### src/rtl/dht11_sensor_emu.sv
// dht11_sensor_emu: DHT11 sensor emulator; answers a qualified host start pulse with a 40-bit frame.
// Optional macro DHT11_EMU_FAULT_EN adds inject_fault, which inverts the transmitted checksum.
module dht11_sensor_emu #(
  parameter int CLK_FREQ     = 12_000_000,
  parameter int START_MIN_US = 10_000
) (
  input  logic       clk,
  input  logic       reset_n,
  input  logic       dht_in,
`ifdef DHT11_EMU_FAULT_EN
  input  logic       inject_fault,
`endif
  output logic       dht_oe,
  input  logic [7:0] hum_int,
  input  logic [7:0] hum_dec,
  input  logic [7:0] tmp_int,
  input  logic [7:0] tmp_dec,
  output logic       busy,
  output logic       frame_done,
  output logic [7:0] frame_count
);
  localparam int CYC_US = CLK_FREQ / 1_000_000;
  localparam logic [17:0] START_CYC = 18'(START_MIN_US * CYC_US);
  localparam logic [17:0] DLY_END   = 18'(30 * CYC_US - 1);
  localparam logic [17:0] RESP_END  = 18'(80 * CYC_US - 1);
  localparam logic [17:0] LOW_END   = 18'(50 * CYC_US - 1);
  localparam logic [17:0] ZERO_END  = 18'(26 * CYC_US - 1);
  localparam logic [17:0] ONE_END   = 18'(70 * CYC_US - 1);

  typedef enum logic [2:0] {IDLE, HOST_LOW, RESP_DLY, RESP_LOW, RESP_HIGH, BIT_LOW, BIT_HIGH, TAIL_LOW} state_t;

  state_t      state_q, state_d;
  logic [1:0]  sync_q;
  logic [17:0] cnt_q, cnt_d, end_cnt;
  logic [5:0]  bit_q, bit_d;
  logic [39:0] data_q, data_d;
  logic        dht_oe_q, dht_oe_d, frame_done_q, frame_done_d;
  logic [7:0]  frame_count_q, frame_count_d, cs;
  logic        lin, qualified, expired;

  assign lin         = sync_q[1];
  assign dht_oe      = dht_oe_q;
  assign frame_done  = frame_done_q;
  assign frame_count = frame_count_q;
  assign busy        = !(state_q == IDLE || state_q == HOST_LOW);

  always_comb begin
    cs = hum_int + hum_dec + tmp_int + tmp_dec;
`ifdef DHT11_EMU_FAULT_EN
    cs = cs ^ {8{inject_fault}};
`endif
    qualified = cnt_q >= START_CYC;
    end_cnt = state_q == RESP_DLY ? DLY_END :
              (state_q == RESP_LOW || state_q == RESP_HIGH) ? RESP_END :
              state_q == BIT_HIGH ? (data_q[39] ? ONE_END : ZERO_END) : LOW_END;
    expired = cnt_q == end_cnt;
    state_d = state_q;
    cnt_d = &cnt_q ? cnt_q : cnt_q + 18'd1;
    bit_d = bit_q;
    data_d = data_q;
    frame_done_d = 1'b0;
    frame_count_d = frame_count_q;
    case (state_q)
      IDLE:      if (!lin) state_d = HOST_LOW;
      HOST_LOW:  if (lin) begin
        state_d = qualified ? RESP_DLY : IDLE;
        if (qualified) begin
          data_d = {hum_int, hum_dec, tmp_int, tmp_dec, cs};
          bit_d = '0;
        end
      end
      RESP_DLY:  if (expired) state_d = RESP_LOW;
      RESP_LOW:  if (expired) state_d = RESP_HIGH;
      RESP_HIGH: if (expired) state_d = BIT_LOW;
      BIT_LOW:   if (expired) state_d = BIT_HIGH;
      BIT_HIGH:  if (expired) begin
        state_d = bit_q == 6'd39 ? TAIL_LOW : BIT_LOW;
        bit_d = bit_q + 6'd1;
        data_d = data_q << 1;
      end
      TAIL_LOW:  if (expired) begin
        state_d = IDLE;
        frame_done_d = 1'b1;
        frame_count_d = frame_count_q + 8'd1;
      end
    endcase
    // every phase is timed from its own entry
    if (state_d != state_q) cnt_d = '0;
    dht_oe_d = state_d == RESP_LOW || state_d == BIT_LOW || state_d == TAIL_LOW;
  end

  always_ff @(posedge clk or negedge reset_n) begin
    if (!reset_n) begin
      state_q       <= IDLE;
      sync_q        <= 2'b11;
      cnt_q         <= '0;
      bit_q         <= '0;
      data_q        <= '0;
      dht_oe_q      <= 1'b0;
      frame_done_q  <= 1'b0;
      frame_count_q <= '0;
    end else begin
      state_q       <= state_d;
      sync_q        <= {sync_q[0], dht_in};
      cnt_q         <= cnt_d;
      bit_q         <= bit_d;
      data_q        <= data_d;
      dht_oe_q      <= dht_oe_d;
      frame_done_q  <= frame_done_d;
      frame_count_q <= frame_count_d;
    end
  end
endmodule

### config.mk
export PLATFORM = sky130hd
export DESIGN_NAME = dht11_sensor_emu
export DESIGN_NICKNAME = d
export VERILOG_FILES = /design/src/rtl/dht11_sensor_emu.sv
export SDC_FILE = /design/constraint.sdc
export NUM_CORES = 1
export LEC_CHECK = 0
export CORE_ASPECT_RATIO = 0.6
export CORE_MARGIN = 5
export CORE_UTILIZATION = 57
export DETAILED_ROUTE_END_ITERATION = 10
export GPL_ROUTABILITY_DRIVEN = 1
export PLACE_DENSITY = 0.91
export SETUP_SLACK_MARGIN = 0.02
export SLEW_MARGIN = 20
export SYNTH_ARGS = -nofsm -noshare
export SYNTH_HDL_FRONTEND = slang
export SYNTH_SLANG_ARGS = --single-unit
### constraint.sdc
create_clock -name clk -period 2.9 [get_ports clk]
set_clock_uncertainty 0.2 [all_clocks]
set_input_delay 0.435 -clock clk [delete_from_list [all_inputs] [get_ports clk]]
set_output_delay 0.435 -clock clk [all_outputs]
set_load 0.05 [all_outputs]
### Yosys cells after proc, flatten, opt, wreduce, memory -nomap -nowiden

Index checks and enable logic that the tools add are counted.
Widths: inputs -> output; s select.

| operators by class | value |
|---|---|
| add/subtract/negate cells | 6 |
| $lt $le $gt $ge | 1 |
| equality and inequality tests | 17 |
| reductions and logical operators | 10 |
| mux-type cells | 27 |

Operators with widths:

| kind | count |
|---|---|
| $mux 40 | 3 |
| $pmux 40 s2 | 1 |
| $mux 10 | 4 |
| $mux 18 | 2 |
| $add 8x8->8 | 3 |
| $mux 3 | 8 |
| $pmux 3 s8 | 1 |
| $add 18x1->18 const B | 1 |
| $eq 18x10->1 | 1 |
| $eq 3x3->1 const B | 6 |
| $ge 18x17->1 const B | 1 |
| $mux 6 | 3 |
| $reduce_and 18->1 | 1 |
| $pmux 6 s2 | 1 |
| $eq 3x2->1 const B | 3 |
| $add 8x1->8 const B | 1 |
| $add 6x1->6 const B | 1 |
| $eq 6x6->1 const B | 1 |
| $ne 2x2->1 const B | 3 |
| $logic_or 1x1->1 | 4 |
| $mux 2 | 2 |
| $reduce_and 4->1 | 1 |
| $eq 3x1->1 const B | 1 |
| $logic_not 3->1 | 1 |
| other kinds (6) | 7 |

| word-level totals | value |
|---|---|
| output and inout bits | 11 |
| word-level logic and storage cells | 69 |
| flip-flop bits (word level) | 79 |

### Longest topological paths before layout

| depth | value |
|---|---|
| word-level depth | 10 |
| mapped depth | 11 |
| gate-level depth less buffers | 11 |

### Worst setup path before layout

Ideal clock, no wire load.

| timing | value |
|---|---|
| path type | input to register |
| start point | input hum_int[1] |
| end point | register data_q[7] |
| slack | -0.056 ns |
| stages | 11 |
| path buffers | 0 |
| data required time | 2.565 ns |
| library setup time | 0.135 ns |
| arrival time | 2.622 ns |
| path through | fa_1 fa_1 ha_1 inv_1 fa_1 nor2b_1 nor3_1 o21bai_1 a21oi_1 xnor2_1 mux2i_1 |

| on the way | value |
|---|---|
| word-level cells in the longest chain between the ends | 6 |

Ends and longest elaborated chain:

| item | RTL line | text |
|---|---|---|
| from (decl) | 14 | `input logic [7:0] hum_int,` |
| $add 8x8->8 (3 in series) | 48 | `cs = hum_int + hum_dec + tmp_int + tmp_dec;` |
| $mux 40 | 67 | `if (qualified) begin` |
| $mux 40 | 65 | `HOST_LOW: if (lin) begin` |
| $pmux 40 s2 | 63 | `case (state_q)` |
| to (signal assigned) | 107 | `data_q <= data_d;` |
| to (decl) | 36 | `logic [39:0] data_q, data_d;` |

Every way passes these cells. The select of a mux whose other input is x is not followed.
A chain may end at the register's enable or synchronous reset.

### Worst setup path in the final report

| timing | value |
|---|---|
| start point | input hum_dec[1] |
| end point | register data_q[7] |

| on the way | value |
|---|---|
| word-level cells in the longest chain between the ends | 6 |

Ends and longest elaborated chain:

| item | RTL line | text |
|---|---|---|
| from (decl) | 15 | `input logic [7:0] hum_dec,` |
| $add 8x8->8 (3 in series) | 48 |  |
| $mux 40 | 67 |  |
| $mux 40 | 65 |  |
| $pmux 40 s2 | 63 |  |

Every way passes these cells. The select of a mux whose other input is x is not followed.

==> impl_results.html <==
<table>
<tr><th>Metric</th><th>Value</th></tr>
<tr><th colspan="2">Synthesis</th></tr>
<tr><td>Sequential fraction of the synthesis area</td><td>44.79%</td></tr>
<tr><td>Flip-flop and latch count after synthesis</td><td>79</td></tr>
<tr><td>Ys Warns</td><td>0</td></tr>
<tr><td>Post-synthesis async set-or-reset flop share</td><td>100.0%</td></tr>
<tr><td>Post-synthesis area per instance</td><td>10.80 µm²</td></tr>
<tr><td>Most used flip-flop cell after synthesis</td><td>sky130_fd_sc_hd__dfrtp_1</td></tr>
<tr><td>Distinct cells, synth</td><td>58</td></tr>
<tr><td>Gate Count Post-Synth</td><td>409</td></tr>
<tr><td>Netlist area before placement</td><td>4419 µm²</td></tr>
<tr><td>Net count of the mapped netlist</td><td>469</td></tr>
<tr><td>EDFF count, synth</td><td>0</td></tr>
<tr><th colspan="2">Timing</th></tr>
<tr><td>Remaining max-slew budget at the tightest pin</td><td>60.62%</td></tr>
<tr><td>Unrepaired setup endpoints after global routing</td><td>true</td></tr>
<tr><td>Hold_ws</td><td>0.1593 ns</td></tr>
<tr><td>Final setup margin</td><td>0.03399 ns</td></tr>
<tr><td>Time the worst path needs with I/O delays and setup</td><td>2.866 ns</td></tr>
<tr><td>Share of the cycle needed by the critical path after routing</td><td>98.83%</td></tr>
<tr><td>Transition time at the pin with the least slew margin</td><td>0.5852 ns</td></tr>
<tr><td>Hold violation count in the final report</td><td>0</td></tr>
<tr><td>Sum of negative setup slack</td><td>0 ns</td></tr>
<tr><td>Count of endpoints failing setup in the final report</td><td>0</td></tr>
<tr><td>Peak clock frequency supported by timing</td><td>0.3489 GHz</td></tr>
<tr><td>Final Max Slew Viols</td><td>0</td></tr>
<tr><th colspan="2">Floorplan</th></tr>
<tr><td>Die X</td><td>123.7 µm</td></tr>
<tr><td>DIE AREA</td><td>9672 µm²</td></tr>
<tr><td>Core area</td><td>7387 µm²</td></tr>
<tr><td>Initial Util</td><td>59.82%</td></tr>
<tr><td>Height of the die</td><td>78.21 µm</td></tr>
<tr><td>Count of boundary I/O pins</td><td>46</td></tr>
<tr><td>Number of placement rows</td><td>24</td></tr>
<tr><th colspan="2">Critical path</th></tr>
<tr><td>Crit-path max FO</td><td>2</td></tr>
<tr><td>Maximum cell stage delay along the critical path</td><td>0.56 ns</td></tr>
<tr><td>Most common cell on crit path</td><td>sky130_fd_sc_hd__fa_1</td></tr>
<tr><td>Internal reg-to-reg setup slack</td><td>0.22 ns</td></tr>
<tr><td>Critical Path Start Type</td><td>primary input</td></tr>
<tr><td>Arrival time worst endpoint</td><td>2.87 ns</td></tr>
<tr><td>Class of the most critical setup path</td><td>primary input to flop</td></tr>
<tr><td>Worst setup EP type</td><td>flop</td></tr>
<tr><td>Required @ worst endpoint</td><td>2.91 ns</td></tr>
<tr><td>Chain of cells forming the critical path</td><td>buf_6, fa_1, fa_1, ha_2, inv_2, fa_2, nor2b_4, nor3_4, o21bai_1, a21oi_1, xnor2_1, mux2i_1</td></tr>
<tr><td>Slowest cell on the critical path</td><td>sky130_fd_sc_hd__fa_1</td></tr>
<tr><th colspan="2">GRT</th></tr>
<tr><td>Initial antenna violation count</td><td>0</td></tr>
<tr><td>Wire length of the first global-routing pass</td><td>19180 µm</td></tr>
<tr><td>Number of global-route vias before repair</td><td>3826</td></tr>
<tr><td>Maximum number of pins on one net before global-route repair</td><td>80</td></tr>
<tr><td>Remaining global-route overflow</td><td>0</td></tr>
<tr><td>Total routing resource utilization after global routing</td><td>25.53%</td></tr>
<tr><th colspan="2">Clock tree</th></tr>
<tr><td>Worst-Skew Late Latency</td><td>0.34 ns</td></tr>
<tr><td>Clock root buffer master</td><td>sky130_fd_sc_hd__clkbuf_16</td></tr>
<tr><td>Clock-pin slew on the worst setup and hold paths</td><td>0.06 ns</td></tr>
<tr><td>Clock Path Buffers</td><td>2</td></tr>
<tr><td>Number of buffers added by the clock tree synthesis step</td><td>9</td></tr>
<tr><td>Total number of H-tree levels</td><td>3</td></tr>
<tr><td>Clock tree from TritonCTS</td><td>yes</td></tr>
<tr><td>Total clock sinks</td><td>79</td></tr>
<tr><th colspan="2">Run</th></tr>
<tr><td>Max-cap violations</td><td>0</td></tr>
<tr><th colspan="2">Drt</th></tr>
<tr><td>Via-to-Cell Ratio</td><td>6.341</td></tr>
<tr><td>Detailed-router iteration count before antenna repair</td><td>5</td></tr>
<tr><td>Drc violations</td><td>0</td></tr>
<tr><td>Average wire per cell in the routed design</td><td>20.36 µm</td></tr>
<tr><td>Total Routed Length</td><td>11710 µm</td></tr>
<tr><td>Starting DRT DRC Count</td><td>555</td></tr>
<tr><td>Total number of vias</td><td>3646</td></tr>
<tr><td>DRT antenna net count</td><td>0</td></tr>
<tr><th colspan="2">Cells and area</th></tr>
<tr><td>Highest-count cells in the layout ignoring fill and taps</td><td>sky130_fd_sc_hd__dfrtp_1 (76), sky130_fd_sc_hd__o22a_1 (33), sky130_fd_sc_hd__o21a_1 (33)</td></tr>
<tr><td>Total number of nets in the final design</td><td>527</td></tr>
<tr><td>Relative area change from synthesis to final layout</td><td>24.21%</td></tr>
<tr><td>Number of antenna repair diodes</td><td>0</td></tr>
<tr><td>Leading cell type in the layout, fill and taps excluded</td><td>sky130_fd_sc_hd__dfrtp_1</td></tr>
<tr><td>Share of post-route cells with drive strength above 1</td><td>16.56%</td></tr>
<tr><td>Fillcell total</td><td>487</td></tr>
<tr><th colspan="2">Power</th></tr>
<tr><td>Fraction of power consumed by the clock network</td><td>40.6%</td></tr>
<tr><td>Pwr/cell area</td><td>509.3 nW/µm²</td></tr>
<tr><td>Part of the total power dissipated in combinational logic</td><td>18.7%</td></tr>
<tr><td>Net Switching</td><td>0.7060 mW</td></tr>
<tr><td>Cell-internal power</td><td>2.090 mW</td></tr>
<tr><td>Leak Pwr</td><td>2.406 nW</td></tr>
<tr><td>Worst VDD drop</td><td>0.0003252 V</td></tr>
<tr><td>Switching part of the total</td><td>25.25%</td></tr>
<tr><td>Sequential power share</td><td>40.7%</td></tr>
<tr><th colspan="2">Run status</th></tr>
<tr><td>Outcome</td><td>finished clean</td></tr>
<tr><th colspan="2">Placed design</th></tr>
<tr><td>Dpl ws</td><td>-0.7089 ns</td></tr>
<tr><td>Placed wire-length estimate after detailed placement</td><td>7731 µm</td></tr>
<tr><td>Buffers added on ports</td><td>45</td></tr>
<tr><td>Placer congestion estimate</td><td>0.9327</td></tr>
<tr><th colspan="2">Worst hold path</th></tr>
<tr><td>Hold Crit Class</td><td>flop to flop</td></tr>
</table>
path summary, 6_finish.rpt:
check                           start  cells past startpoint    endpoint
setup / recovery           hum_dec[1]                     12   data_q[7]
hold / removal              sync_q[0]                      0   sync_q[1]
setup reg to reg           state_q[1]                      8   data_q[7]
hold reg to reg             sync_q[0]                      0   sync_q[1]
max in group asynchronous     reset_n                      3   sync_q[1]
min in group asynchronous     reset_n                      2  data_q[34]
registers in the layout (all words and copies together), names as in the netlist:
signal	cells
data_q	40
cnt_q	18
frame_count	8
bit_q	6
state_q	3
sync_q	2
dht_oe	1
frame_done	1
cells in the mapped netlist, types with 12 or more instances:
library cell | n | share of area (%)
sky130_fd_sc_hd__nand3_1 | 14 | 1.6
sky130_fd_sc_hd__o21ai_0 | 12 | 1.4
sky130_fd_sc_hd__nor2_1 | 22 | 1.9
sky130_fd_sc_hd__xor2_1 | 14 | 2.8
sky130_fd_sc_hd__o22a_1 | 33 | 6.5
sky130_fd_sc_hd__xnor2_1 | 16 | 3.2
sky130_fd_sc_hd__o21a_1 | 33 | 5.6
sky130_fd_sc_hd__nand2_1 | 24 | 2.0
sky130_fd_sc_hd__fa_1 | 14 | 6.3
sky130_fd_sc_hd__dfrtp_1 | 77 | 44
per-layer routing:
layer  part of all wire (%)  global-route usage [%]  vias to the layer above  wire length [µm]
li1                       -                       -                     1621                 -
met1                     42                   33.97                     1803              4971
met2                     47                   39.19                      178              5515
met3                    7.2                   7.687                       44               840
met4                    3.2                   10.39                        0               377
met5                      0                       0                        -                 0
power groups by stage:
stage | registers [mW] | logic [mW] | clock network (mW)
6_report | 1.14 | 0.524 | 1.13
3_3_place_gp | 1.15 | 0.383 | 0
4_1_cts | 1.14 | 0.444 | 1.15
5_1_grt | 1.14 | 0.570 | 1.20
2_1_floorplan | 1.15 | 0.226 | 0
3_5_place_dp | 1.16 | 0.397 | 0
critical path, delay by kind of cell:
kind | cells | cell delay, ns
AO/OA/AOI/OAI | 2 | 0.20
adder cells (fa/ha/maj) | 4 | 1.62
multiplexers | 1 | 0.10
AND/OR/NAND/NOR | 2 | 0.20
XOR/XNOR | 1 | 0.17
buffers and inverters | 2 | 0.14
area by class of cell:
cell class                      count  area [µm²]  share of cell area [%]
Multi-Input combinational cell    294        2370                   43.17
Sequential cell                    79        1981                   36.08
Timing Repair Buffer               72       668.1                   12.17
Clock buffer                       12       256.5                   4.673
Tap cell                          104       130.1                   2.371
Clock inverter                      3       42.54                  0.7750
Inverter                           11       41.29                  0.7522
cells by family after synthesis:
group	Yosys count	synth area share [%]
flops	79	44.79
compound gates	114	19.93
buf+inv	36	3.766
fa+ha+maj	25	9.456
mux	6	1.387
xor+xnor	30	5.946
simple gates	119	14.72
through the flow:
stage               cells  instance area (µm²)  util [%]  power [mW]
floorplan             409                 4427         -       1.376
global placement      556                 5082     68.80       1.537
detailed placement    556                 5082     68.80       1.553
CTS                   572                 5414     73.29       2.735
global route          575                 5489     74.31       2.912
finish                575                 5489     74.31       2.796
repair_timing:
| action | CTS | global route |
|---|---|---|
| endpoints found under the setup margin | 6 | 40 |
| gates cloned | 0 | 0 |
| resized for setup | 34 | 26 |
| hold buffers | 0 | 1 |
| hold endpoints to repair | 0 | 26 |
| pin swaps | 18 | 19 |
| setup buffers | 1 | 1 |
No activity file was read; power rests on OpenSTA's default activity.
